==> config.mk <==
export PLATFORM = sky130hd
export DESIGN_NAME = nibble_serializer
export DESIGN_NICKNAME = d
export VERILOG_FILES = /design/src/rtl/nibble_serializer.sv
export SDC_FILE = /design/constraint.sdc
export NUM_CORES = 1
export LEC_CHECK = 0
export BUFFER_PORTS_ARGS = -buffer_cell sky130_fd_sc_hd__buf_2
export CAP_MARGIN = 10
export CORE_AREA = 3 3 40 42
export CTS_CLUSTER_SIZE = 40
export DETAILED_ROUTE_END_ITERATION = 10
export DIE_AREA = 0 0 43 45
export GPL_TIMING_DRIVEN = 0
export SYNTH_ARGS = -nofsm -noshare
export SYNTH_HDL_FRONTEND = slang
export SYNTH_SLANG_ARGS = --single-unit
==> constraint.sdc <==
create_clock -name clk -period 2.63 [get_ports clk]
set_input_delay 0.263 -clock clk [delete_from_list [all_inputs] [get_ports clk]]
set_output_delay 0.263 -clock clk [all_outputs]
set_load 0.02 [all_outputs]
==> src/rtl/nibble_serializer.sv <==
// nibble_serializer: valid/ready parallel load, one frame bit per clock out.
// Optional serial CRC tail per frame when CRC_APPEND_EN is defined.
module nibble_serializer #(
    parameter int unsigned      DATA_W    = 4,
    parameter bit               LSB_FIRST = 1'b1,
    parameter int unsigned      CRC_W     = 3,
    parameter logic [CRC_W-1:0] CRC_POLY  = 3'b011
) (
    input  logic              clk,
    input  logic              rst_n,
    input  logic [DATA_W-1:0] data,
    input  logic              load_valid,
    output logic              load_ready,
    output logic              sout,
    output logic              sout_valid,
    output logic              sout_last,
    output logic              busy
);

    localparam int unsigned CNT_W = $clog2(DATA_W + CRC_W + 1);

`ifdef CRC_APPEND_EN
    localparam int unsigned FRAME = DATA_W + CRC_W;
    typedef enum logic [1:0] {
        ST_IDLE,
        ST_SHIFT,
        ST_CRC
    } state_t;
`else
    localparam int unsigned FRAME = DATA_W;
    typedef enum logic [1:0] {
        ST_IDLE,
        ST_SHIFT
    } state_t;
`endif

    localparam logic [CNT_W-1:0] PAY_LEN = CNT_W'(DATA_W);
    localparam logic [CNT_W-1:0] FRM_LEN = CNT_W'(FRAME);
    localparam logic [CNT_W-1:0] ONE     = CNT_W'(1);

    function automatic logic [CRC_W-1:0] crc_step(
        input logic [CRC_W-1:0] c,
        input logic             b
    );
        logic fb;
        fb = b ^ c[CRC_W-1];
        return {c[CRC_W-2:0], 1'b0} ^ (fb ? CRC_POLY : '0);
    endfunction

    state_t            state_q;
    logic [DATA_W-1:0] shreg_q;
    logic [CNT_W-1:0]  cnt_q;
    logic              sout_q;
    logic              sout_valid_q;
    logic              sout_last_q;

    logic              accept;
    logic              first_bit;
    logic              next_bit;
    logic [DATA_W-1:0] data_rest;
    logic [DATA_W-1:0] shreg_adv;
    logic [CNT_W-1:0]  cnt_inc;

    assign load_ready = (state_q == ST_IDLE) | sout_last_q;
    assign busy       = (state_q != ST_IDLE);
    assign sout       = sout_q;
    assign sout_valid = sout_valid_q;
    assign sout_last  = sout_last_q;

    // Shift register holds the payload bits not yet sent, next bit at the edge
    always_comb begin
        accept  = load_valid & load_ready;
        cnt_inc = cnt_q + 1'b1;
        if (LSB_FIRST) begin
            first_bit = data[0];
            data_rest = data >> 1;
            next_bit  = shreg_q[0];
            shreg_adv = shreg_q >> 1;
        end else begin
            first_bit = data[DATA_W-1];
            data_rest = data << 1;
            next_bit  = shreg_q[DATA_W-1];
            shreg_adv = shreg_q << 1;
        end
    end

`ifdef CRC_APPEND_EN
    localparam logic [CRC_W-1:0] CRC_MSB = {1'b1, {(CRC_W-1){1'b0}}};

    logic [CRC_W-1:0] crc_q;
    logic             crc_bit;

    // CRC stays frozen during the tail; the counter selects the bit, MSB first
    always_comb begin
        crc_bit = |(crc_q & (CRC_MSB >> (cnt_q - PAY_LEN)));
    end
`endif

    always_ff @(posedge clk or negedge rst_n) begin
        if (!rst_n) begin
            state_q      <= ST_IDLE;
            shreg_q      <= '0;
            cnt_q        <= '0;
            sout_q       <= 1'b0;
            sout_valid_q <= 1'b0;
            sout_last_q  <= 1'b0;
`ifdef CRC_APPEND_EN
            crc_q        <= '0;
`endif
        end else if (accept) begin
            state_q      <= ST_SHIFT;
            shreg_q      <= data_rest;
            cnt_q        <= ONE;
            sout_q       <= first_bit;
            sout_valid_q <= 1'b1;
            sout_last_q  <= (FRM_LEN == ONE);
`ifdef CRC_APPEND_EN
            crc_q        <= crc_step('0, first_bit);
`endif
        end else if (state_q == ST_IDLE || sout_last_q) begin
            state_q      <= ST_IDLE;
            cnt_q        <= '0;
            sout_q       <= 1'b0;
            sout_valid_q <= 1'b0;
            sout_last_q  <= 1'b0;
        end else if (cnt_q < PAY_LEN) begin
            shreg_q      <= shreg_adv;
            cnt_q        <= cnt_inc;
            sout_q       <= next_bit;
            sout_last_q  <= (cnt_inc == FRM_LEN);
`ifdef CRC_APPEND_EN
            crc_q        <= crc_step(crc_q, next_bit);
        end else begin
            state_q      <= ST_CRC;
            cnt_q        <= cnt_inc;
            sout_q       <= crc_bit;
            sout_last_q  <= (cnt_inc == FRM_LEN);
`endif
        end
    end

endmodule
==> out/metrics.csv <==
metric,value,unit
DP Worst Slack,1520,ps
Total Power,0.509,mW
Final period util,51.3,%
synth cell count leaders,"dfrtp_1 (9), mux2i_1 (3), nand2_1 (3), nor2_1 (3), o21ai_0 (3)",
Main synth FF type,dfrtp_1,
number of fillers in the final layout,132,
grt total ovfl,0,
"top cells by area, synth","dfrtp_1 (53%), mux2i_1 (7.0%), ha_1 (5.8%), buf_6 (5.3%), o21ai_0 (3.5%)",
post-DP HPWL,561,µm
endpoints failing setup,0,
Worst R2R Path Depth,3,
post-synthesis sequential area ratio,52.6,%
main combinational cell family by area after synthesis,simple AND/OR/NAND/NOR gates,
Adder-Cell Fraction of Synth Area,5.85,%
detailed-router iteration count before antenna repair,2,
Slew @ Worst Pin,254,ps
Sw Ratio,32.0,%
Hold Crit Class,primary input to register,
synthesized instance count,37,
Yosys warning total,0,
Inst Count DP,63,
worst vdd ir,0.457,mV
DR iter-0 viols,1,
clock network fraction of design power,20.2,%
Slew Limit Fails,0,
R2R setup slack,1500,ps
Hold Fails Final Rpt,0,
Flop pwr share,44.2,%
num rows,13,
achievable frequency,0.742,GHz
antenna diode instance count,0,
Max clock buf depth,2,
"count leader, synth",dfrtp_1,
postcts setup bufs,0,
Psw,0.163,mW
Core ar.,0.00128,mm²
fin nets,63,
CP arrival,1090,ps
P&R area growth vs syn,25.7,%
critical path startpoint,sout_last,
"EDFF count, synth",0,
gr usage total,9.01,%
Clock Pin Slew Worst Setup and Hold Paths,60,ps
Die Height,45,µm
Crit Path Category,register to output pin,
Worst Path Required,2370,ps
CTS H-tree depth,1,
post-synthesis compound-gate area fraction,8.77,%
Combinational Power Share,35.6,%
slew margin rel.,82.6,%
largest net degree at the start of global routing,11,
Pwr Density,946,mW/mm²
synthesized cell area,428,µm²
vias in the first global route,278,
root buf cell,clkbuf_4,
via count,313,
async set-reset flop share out of synthesis,100,%
I/O pin cnt,12,
Hold Crit Start,data[0],
multi-input logic area,165,µm²
syn_nets,46,
Netlist cell types,16,
simple-gate area share of the yosys netlist,14.9,%
initial antenna violation count,0,
skew final,7.44,ps
register area,225,µm²
flop and latch count out of synthesis,9,
ratio of cells with drive above 1 in the final layout,35.8,%
CP max FO,10,
# DRC,0,
Post-DRT Antenna Nets,0,
mean area per synthesized cell,11.6,µm²
leading area contributor after synthesis,dfrtp_1,
Critical Path Start Type,register,
die area,0.00194,mm²
final critical-path required period,1350,ps
Post-Synth XOR/XNOR Area,2.05,%
Hold WS,238,ps
post-layout worst setup margin,1280,ps
clock latency on the worst-skew pair,260,ps
Initial Utilization,33.3,%
R2R Path Start,cnt_q[2],
sum of negative setup slack,0,ps
# Max-Cap Violations,0,
CP Capture Point,load_ready,
TritonCTS clock tree,built,
internal power,0.346,mW
Pleak,0.256,nW
Vias/cell,4.60,
DIE WIDTH,43,µm
PortBufs,11,
RSZ-0062 raised after global routing,false,
Worst setup EP type,output pin,
RePlAce Congestion,0.724,
outcome,completed,
WL final,737,µm
Sinks on Clock Net,9,
Num CTS Buffers,3,
wire per inst,10.8,µm
first-pass GRT wire length,1210,µm
multiplexer area fraction after synthesis,7.02,%
Non-Filler Instances,68,
worst r2r dst,shreg_q[1],
post-synth top area share,52.6,%
[cells by family after synthesis]
family	after synthesis
simple gates	12
compound gates	5
fa+ha+maj	2
flops	9
mux	3
xor+xnor	1
buf+inv	5
[layout make-up]
| type | count | share of cell area [%] |
|---|---|---|
| flip-flops and latches | 9 | 41.9 |
| well taps | 15 | 3.49 |
| multi-input cells | 23 | 30.7 |
| repair buffers | 12 | 12.1 |
| clock buffers | 4 | 4.88 |
| inverters | 2 | 1.40 |
| plain buffers | 3 | 5.58 |
[cell usage in the layout, fill, tap and decap left out]
cell type and count:
nand3_1 2, nand2b_4 1, buf_2 11, buf_4 1, nand2_1 3, or3_1 2, xor2_1 1, o221a_2 1
dlygate4sd3_1 1, clkbuf_1 1, o21ai_0 3, nor3_1 1, nor2_1 3, inv_1 2, mux2i_1 3, clkbuf_4 3
o221a_1 1, dfrtp_1 9, buf_6 2, ha_1 2
[per-stage QoR]
| step | util (%) | instance area, µm² |
|---|---|---|
| after floorplan | - | 428 |
| after global placement | 39.0 | 502 |
| after detailed placement | 39.0 | 502 |
| after CTS | 41.9 | 538 |
| after global routing | 41.9 | 538 |
| final | 41.9 | 538 |
[worst max-delay path: stages, from the launching register on]
cell and delay, ps:
dfrtp_1 370, nand2b_4 160, buf_6 140, buf_2 150
[power by group through the flow]
| stage | clock, mW | combinational, mW | sequential [mW] |
|---|---|---|---|
| floorplan | 0 | 0.131 | 0.232 |
| global placement | 0 | 0.179 | 0.223 |
| detailed placement | 0 | 0.182 | 0.226 |
| CTS | 0.108 | 0.186 | 0.224 |
| global route | 0.119 | 0.200 | 0.231 |
| finish | 0.103 | 0.181 | 0.225 |
[metal layers]
| layer | track usage [%] | share of wire, % |
|---|---|---|
| met1 | 11.4 | 47 |
| met2 | 12.0 | 45 |
| met3 | 5.98 | 7.5 |
| met4 | 3.61 | 0 |
| met5 | 0 | 0 |
[how the worst min path moves through the flow]
stage,cells past startpoint,slack (ps),end
finish,3,240,sout
global route,3,260,sout
CTS,3,230,sout
detailed placement,1,120,shreg_q[0]
global placement,1,120,state_q[0]
floorplan,0,-30,cnt_q[0]
[state kept, by name, summed over array words and instances (netlist names)]
name,cells
cnt_q,3
shreg_q,3
sout,1
sout_last,1
state_q,1
[repair_timing]
| item | CTS | global route |
|---|---|---|
| hold buffers | 1 | 0 |
| endpoints found under the hold margin | 9 | 0 |
| resized for setup | 0 | 0 |
Note: power is estimated with default switching activity, not from simulation.
